===== config.mk =====
export PLATFORM = sky130hd
export DESIGN_NAME = modexp_ctrl
export DESIGN_NICKNAME = d
export VERILOG_FILES = /design/src/rtl/modexp_ctrl.sv
export SDC_FILE = /design/constraint.sdc
export NUM_CORES = 1
export LEC_CHECK = 0
export BUFFER_PORTS_ARGS = -buffer_cell sky130_fd_sc_hd__buf_2
export CAP_MARGIN = 20
export CELL_PAD_IN_SITES_DETAIL_PLACEMENT = 0
export CELL_PAD_IN_SITES_GLOBAL_PLACEMENT = 1
export CORE_MARGIN = 2
export CORE_UTILIZATION = 42
export DETAILED_ROUTE_END_ITERATION = 10
export PLACE_DENSITY_LB_ADDON = 0.1
export RECOVER_POWER = 100
export SYNTH_ARGS = -nofsm -noshare
export SYNTH_HDL_FRONTEND = slang
export SYNTH_SLANG_ARGS = --single-unit

===== constraint.sdc =====
create_clock -name clk -period 2.9 [get_ports clk]
set_input_delay 0.58 -clock clk [delete_from_list [all_inputs] [get_ports clk]]
set_output_delay 0.58 -clock clk [all_outputs]
set_load 0.03 [all_outputs]

===== src/rtl/modexp_ctrl.sv =====
// rtl/modexp_ctrl.sv - MSB-first square-and-multiply modular exponentiation controller
//
// Computes msg_out = (msg_in ^ key) mod mod by driving an external modular
// multiplier through a req/ack handshake.
//
// Ports:
//   clk, rst_n        clock (rising edge) and asynchronous active-low reset
//   start             begin one exponentiation (accepted only when idle)
//   msg_in, key, mod  base, exponent and modulus, latched on accepted start
//   busy              high from the cycle after accepted start through done
//   done              one-cycle completion pulse
//   err               modulus was zero; held until the next accepted start
//   msg_out           registered result, held between done pulses
//   mm_req            multiplier request, held until mm_ack is sampled
//   mm_a, mm_b, mm_m  multiplier operands and modulus
//   mm_ack, mm_res    multiplier completion strobe and (mm_a*mm_b) mod mm_m
module modexp_ctrl #(
   parameter int WIDTH   = 16,
   parameter int KEYSIZE = 16
) (
   input  logic               clk,
   input  logic               rst_n,
   input  logic               start,
   input  logic [WIDTH-1:0]   msg_in,
   input  logic [KEYSIZE-1:0] key,
   input  logic [WIDTH-1:0]   mod,
   output logic               busy,
   output logic               done,
   output logic               err,
   output logic [WIDTH-1:0]   msg_out,
   output logic               mm_req,
   output logic [WIDTH-1:0]   mm_a,
   output logic [WIDTH-1:0]   mm_b,
   output logic [WIDTH-1:0]   mm_m,
   input  logic               mm_ack,
   input  logic [WIDTH-1:0]   mm_res
);

   localparam int               IW      = (KEYSIZE > 1) ? $clog2(KEYSIZE) : 1;
   localparam logic [IW-1:0]    IDX_TOP = IW'(KEYSIZE - 1);
   localparam logic [WIDTH-1:0] ONE     = WIDTH'(1);

   typedef enum logic [2:0] {
      IDLE, SCAN, MUL_REQ, SQR_REQ, NEXT, FINISH
   } state_t;

   state_t             state_q, state_d;
   logic [WIDTH-1:0]   base_q, base_d;
   logic [KEYSIZE-1:0] key_q, key_d;
   logic [WIDTH-1:0]   mod_q, mod_d;
   logic [IW-1:0]      idx_q, idx_d;
   logic [WIDTH-1:0]   acc_q, acc_d;
   logic               seen_q, seen_d;
   logic               busy_q, busy_d;
   logic               done_q, done_d;
   logic               err_q, err_d;
   logic [WIDTH-1:0]   msg_out_q, msg_out_d;
   logic               mm_req_q, mm_req_d;
   logic [WIDTH-1:0]   mm_a_q, mm_a_d;
   logic [WIDTH-1:0]   mm_b_q, mm_b_d;

   always_ff @(posedge clk or negedge rst_n) begin
      if (!rst_n) begin
         state_q   <= IDLE;
         base_q    <= '0;
         key_q     <= '0;
         mod_q     <= '0;
         idx_q     <= IDX_TOP;
         acc_q     <= ONE;
         seen_q    <= 1'b0;
         busy_q    <= 1'b0;
         done_q    <= 1'b0;
         err_q     <= 1'b0;
         msg_out_q <= '0;
         mm_req_q  <= 1'b0;
         mm_a_q    <= '0;
         mm_b_q    <= '0;
      end else begin
         state_q   <= state_d;
         base_q    <= base_d;
         key_q     <= key_d;
         mod_q     <= mod_d;
         idx_q     <= idx_d;
         acc_q     <= acc_d;
         seen_q    <= seen_d;
         busy_q    <= busy_d;
         done_q    <= done_d;
         err_q     <= err_d;
         msg_out_q <= msg_out_d;
         mm_req_q  <= mm_req_d;
         mm_a_q    <= mm_a_d;
         mm_b_q    <= mm_b_d;
      end
   end

   always_comb begin
      state_d   = state_q;
      base_d    = base_q;
      key_d     = key_q;
      mod_d     = mod_q;
      idx_d     = idx_q;
      acc_d     = acc_q;
      seen_d    = seen_q;
      busy_d    = busy_q;
      done_d    = 1'b0;
      err_d     = err_q;
      msg_out_d = msg_out_q;
      mm_req_d  = mm_req_q;
      mm_a_d    = mm_a_q;
      mm_b_d    = mm_b_q;

      case (state_q)
         IDLE: begin
            // busy is still high here during the done cycle; it drops next.
            busy_d = 1'b0;
            if (start) begin
               base_d  = msg_in;
               key_d   = key;
               mod_d   = mod;
               err_d   = 1'b0;
               idx_d   = IDX_TOP;
               acc_d   = ONE;
               seen_d  = 1'b0;
               busy_d  = 1'b1;
               state_d = SCAN;
            end
         end
         SCAN: begin
            if (mod_q == '0) begin
               err_d   = 1'b1;
               state_d = FINISH;
            end else if (key_q == '0) begin
               state_d = FINISH;
            end else if (!seen_q) begin
               // Leading zeros are skipped here one per cycle; a set bit
               // exists, so the index cannot underflow.
               if (key_q[idx_q]) begin
                  seen_d  = 1'b1;
                  state_d = MUL_REQ;
               end else begin
                  idx_d = idx_q - IW'(1);
               end
            end else begin
               state_d = SQR_REQ;
            end
         end
         // Each request state first raises mm_req with operands taken from
         // the current acc, then waits for the ack. Entering with mm_req low
         // guarantees a low cycle between back-to-back transactions.
         MUL_REQ: begin
            if (!mm_req_q) begin
               mm_req_d = 1'b1;
               mm_a_d   = acc_q;
               mm_b_d   = base_q;
            end else if (mm_ack) begin
               acc_d    = mm_res;
               mm_req_d = 1'b0;
               state_d  = NEXT;
            end
         end
         SQR_REQ: begin
            if (!mm_req_q) begin
               mm_req_d = 1'b1;
               mm_a_d   = acc_q;
               mm_b_d   = acc_q;
            end else if (mm_ack) begin
               acc_d    = mm_res;
               mm_req_d = 1'b0;
               state_d  = key_q[idx_q] ? MUL_REQ : NEXT;
            end
         end
         NEXT: begin
            if (idx_q == '0) begin
               state_d = FINISH;
            end else begin
               idx_d   = idx_q - IW'(1);
               state_d = SCAN;
            end
         end
         FINISH: begin
            // acc starts at 1, so a zero key with mod==1 must be forced to 0.
            msg_out_d = (err_q || mod_q == ONE) ? '0 : acc_q;
            done_d    = 1'b1;
            state_d   = IDLE;
         end
         default: state_d = IDLE;
      endcase
   end

   assign busy    = busy_q;
   assign done    = done_q;
   assign err     = err_q;
   assign msg_out = msg_out_q;
   assign mm_req  = mm_req_q;
   assign mm_a    = mm_a_q;
   assign mm_b    = mm_b_q;
   assign mm_m    = mod_q;

endmodule

**Yosys cells after proc, flatten, opt, wreduce, memory -nomap -nowiden**

Cells that the tools add are included.

- Word-level logic and storage cells: 98
- Bits in registers: 124

- Reductions and logical operators: 18
- $add $sub $neg: 1
- Bitwise operators: 1
- Order comparisons: 1
- Muxes and demuxes: 41
- Equality and inequality tests: 22

Operators by type and width:

| kind | number |
|---|---|
| 16-bit 2-to-1 mux | 6 |
| 16-bit one-hot mux with 2 select lines | 2 |
| 3-bit 2-to-1 mux | 11 |
| 16-bit zero test | 2 |
| 2-bit != test (second input constant) | 13 |
| 4-bit 2-to-1 mux | 6 |
| 16-bit by 1-bit equality test with 1-bit output (second input constant) | 1 |
| 3-bit one-hot mux with 5 select lines | 1 |
| 4-bit one-hot mux with 3 select lines | 1 |
| 1-bit 2-to-1 mux | 11 |
| 4-bit AND reduction | 2 |
| 7-bit AND reduction | 1 |
| 3-bit by 2-bit equality test with 1-bit output (second input constant) | 2 |
| 3-bit equality test (second input constant) | 2 |
| 3-bit AND reduction | 2 |
| 6-bit AND reduction | 1 |
| 2-bit nonzero test | 3 |
| 4-bit by 5-bit < comparator with 1-bit output (second input constant) | 1 |
| 5-bit != test (second input constant) | 1 |
| 1-bit binary-select mux with 4-bit select | 1 |
| 4-bit zero test | 1 |
| 2-bit by 1-bit != test with 1-bit output (second input constant) | 2 |
| 1-bit one-hot mux with 2 select lines | 2 |
| 2-bit AND reduction | 2 |
| 7 further kinds | 7 |

**Depth between registers and ports, before layout**

- Depth in word-level cells: 7
- Mapped depth: 8
- Mapped depth without buffers: 8

**Worst setup path before layout**

OpenSTA, ideal clock, no wires.

- Path kind: flip-flop to flip-flop
- From: register idx_q[2]
- To: register idx_q[0]
- Arrival: 2,038 ps
- Stages on the path, launching flop included: 8
- Period minus slack after synthesis: 2,123 ps
- Path slack: 777 ps
- Cell sequence: dfstp_2 buf_2 mux4_2 nand2_1 nand3_1 o2bb2ai_4 a31o_4 mux2_1

- Cells in the longest elaborated chain, start to end: 4
- Elaborated cells between the ends (all ways): 6

Ends and longest elaborated chain:

| what | RTL line | RTL |
|---|---|---|
| from (decl) | 51 | `logic [IW-1:0] idx_q, idx_d;` |
| from (signal assigned) | 83 | `idx_q <= idx_d;` |
| 1-bit binary-select mux with 4-bit select | 137 | `if (key_q[idx_q]) begin` |
| 1-bit 2-to-1 mux (not written as such) | 137 |  |
| 2-bit != test (no line) | n/a |  |
| 7-bit AND reduction (no line) (*) | n/a |  |

Mark *: on every way between the ends. The rest lies on a longest branch, timed or not. The select of a mux whose other input is x is not followed.
A chain may end at the register's enable or synchronous reset.

**Final worst setup path**

- From: register idx_q[3]
- To: register idx_q[0]

The elaborated chain is that of the path after synthesis.

==> reports/metrics.cfg <==
[cts]
cts_tree=built
cts_buffers=17
cts_max_path_buffers=2
post_cts_buffers=0
clk_latency_ps=410
cts-root-buf=clkbuf_16
cts_max_level=4
clk_pin_slew_ps=50
ctsResizeCount=0
ctsHoldBuffers=0
cts.sink_count=124

[min_path]
hp-class=input port to async pin

[yosys]
synth_top_family_by_area=multiplexers
ys_warn_count=0
synth_flop_cell=dfrtp_1
yosysSeqAreaShare=0.590
synth_cell_types=46
syn_avg_cell_area_sq_um=12.4
synth-edff-count=0
synthXorXnorAreaFrac=0.00166
ys_ff_latch=124
synthCells=425
synth_compound_area_frac=0.0964
synthMuxAreaShare=0.188
synthSimpleGateAreaFrac=0.0933
synth_adder_area_share=0.00475
synthesis.nets=495
async_reset_ff_frac=1.00
syn_area_sq_um=5270

[grt]
track_usage=0.199
grt_pass1_vias=3874
overflow=0
grt_use_met2=0.283
grt_start_max_net_pins=49
use_met3=0.0638
antenna_found_initial=1
grt_util_met1=0.285
busiest_layer=met1
grt_pass1_wl_um=20300

[placed_design]
hpwl_um=8430
numPortBuffers=135
placed_area_sq_um=6170
place_congestion=0.813
pre_cts_ws_ps=652

[setup_path]
crit_arrival_ps=2810
startpoint_type=flip-flop
end_kind=flip-flop
path_max_fanout=10
critical_path_required_ps=3230
crit_type=flip-flop to flip-flop

[sta]
period_minus_slack_ps=2470
drv_slew=0
max_freq_ghz=0.404
fin_skew_ps=5.04
setup_viol_count_final=0
setup_tns_ps=0
worst_pin_slew_ps=1160
grt_setup_unrepaired=no
hold_viol=0
period_share=0.853
maxSlewHeadroom=0.225
worst_slack_ps=427

[detailed_routing]
drc_errors=0
ant_nets=0
wl_per_cell_um=16.6
wl_um=12300
vias=3801
firstDrtPassIters=4
drt_iter0_markers=179
vias_per_cell=5.10

[die]
die_w_um=116
die_area_sq_um=13500
initial_core_util=0.435
fp-row-count=40
pin_count=136
core_sq_um=12100
die_y_um=116

[power_and_ir_drop]
p_total_w=0.00868
power.internal_w=0.00524
power.switching_w=0.00344
ir_drop_uv=684
powerDensity_nw_per_um2=1310
p_seq_frac=0.375
netSwitchingFraction=0.397
p_clk_frac=0.253
p_leak_nw=2.99
power_frac_comb=0.372

[finish]
drive_above_1_share=0.324
final_cell_area_sq_um=6620
n_antenna_cell=0
final_util=0.547
nets=634
mostFrequentLayoutCells=119 x dfrtp_1, 70 x clkbuf_1, 66 x buf_2, 64 x mux2_2, 46 x nand2_1
layout_commonest_cell=dfrtp_1
syn2layout_area_growth_pct=25.7

[outcome]
outcome=finished, final reports clean

[flow_run]
max_cap_violations=0

[power by group through the flow]
| stage | sequential, W | combinational [W] | clock (W) |
|---|---|---|---|
| after floorplan | 0.00384 | 0.00182 | 0 |
| after global placement | 0.00325 | 0.00341 | 0 |
| after detailed placement | 0.00327 | 0.00346 | 0 |
| after CTS | 0.00325 | 0.00347 | 0.00224 |
| after global routing | 0.00339 | 0.00353 | 0.00233 |
| final | 0.00326 | 0.00323 | 0.00220 |
[layer usage]
layer  routed length (um)  vias up
met4                  187        2
met1                 5930     1874
met5                   13        -
li1                     -     1801
met3                  797       21
met2                 5410      103
[critical path, cell delays in order (launching register included)]
cell and delay, ps:
dfstp_1 760, mux2_1 370, or3_1 300, nand4_1 120, o2bb2ai_1 260, a31o_4 250
mux2_1 330
[path summary, 6_finish.rpt]
| check | startpoint | to | slack [ps] | cells past startpoint |
|---|---|---|---|---|
| max | idx_q[3] | idx_q[0] | 430 | 6 |
| min | rst_n | state_q[2] | 370 | 1 |
| max reg2reg | idx_q[3] | idx_q[0] | 430 | 6 |
| min reg2reg | msg_out[0] | msg_out[0] | 500 | 1 |
| max in group asynchronous | rst_n | msg_out[9] | 810 | 2 |
| min in group clk | key[13] | key_q[13] | 390 | 2 |
[kinds of logic (layout without fill, tap and decap cells)]
group	Yosys count	after routing
mux	88	88
flops	124	124
compound gates	74	74
fa+ha+maj	2	2
buf+inv	29	181
simple gates	107	107
xor+xnor	1	1
[sequential cells by signal, indices dropped and copies added (netlist names)]
name / cells
idx_q: 4
busy: 1
err: 1
mm_m: 16
state_q: 3
mm_a: 16
key_q: 16
mm_b: 16
base_q: 16
msg_out: 16
acc_q: 16
done: 1
seen_q: 1
mm_req: 1
[metrics by stage]
stage	hold WS, ps	std cells
final	374	745
after global placement	482	713
after CTS	188	745
after floorplan	284	425
after global routing	389	745
after detailed placement	490	713
[final cells by class]
| cell class | count | area, sq um |
|---|---|---|
| Inverter | 4 | 15.0 |
| Multi-Input combinational cell | 272 | 2020 |
| Timing Repair Buffer | 145 | 651 |
| Tap cell | 168 | 210 |
| Fill cell | 1126 | 5490 |
| Sequential cell | 124 | 3110 |
| Clock inverter | 11 | 139 |
| Clock buffer | 21 | 480 |
[Yosys cell counts, types with 3 or more instances]
master	instances	area [sq um]
dfrtp_1	119	2980
dfstp_2	5	131
nand3_1	6	30.0
mux2_2	64	721
nor4_1	9	56.3
a22o_1	16	140
o21ai_0	21	105
a21oi_1	22	110
mux2_1	3	33.8
buf_2	10	50.1
buf_1	3	11.3
nand2_1	46	173
mux2i_1	19	190
inv_1	4	15.0
nor2_1	30	113
clkbuf_1	9	33.8
Note: power is estimated with default switching activity, not from simulation.
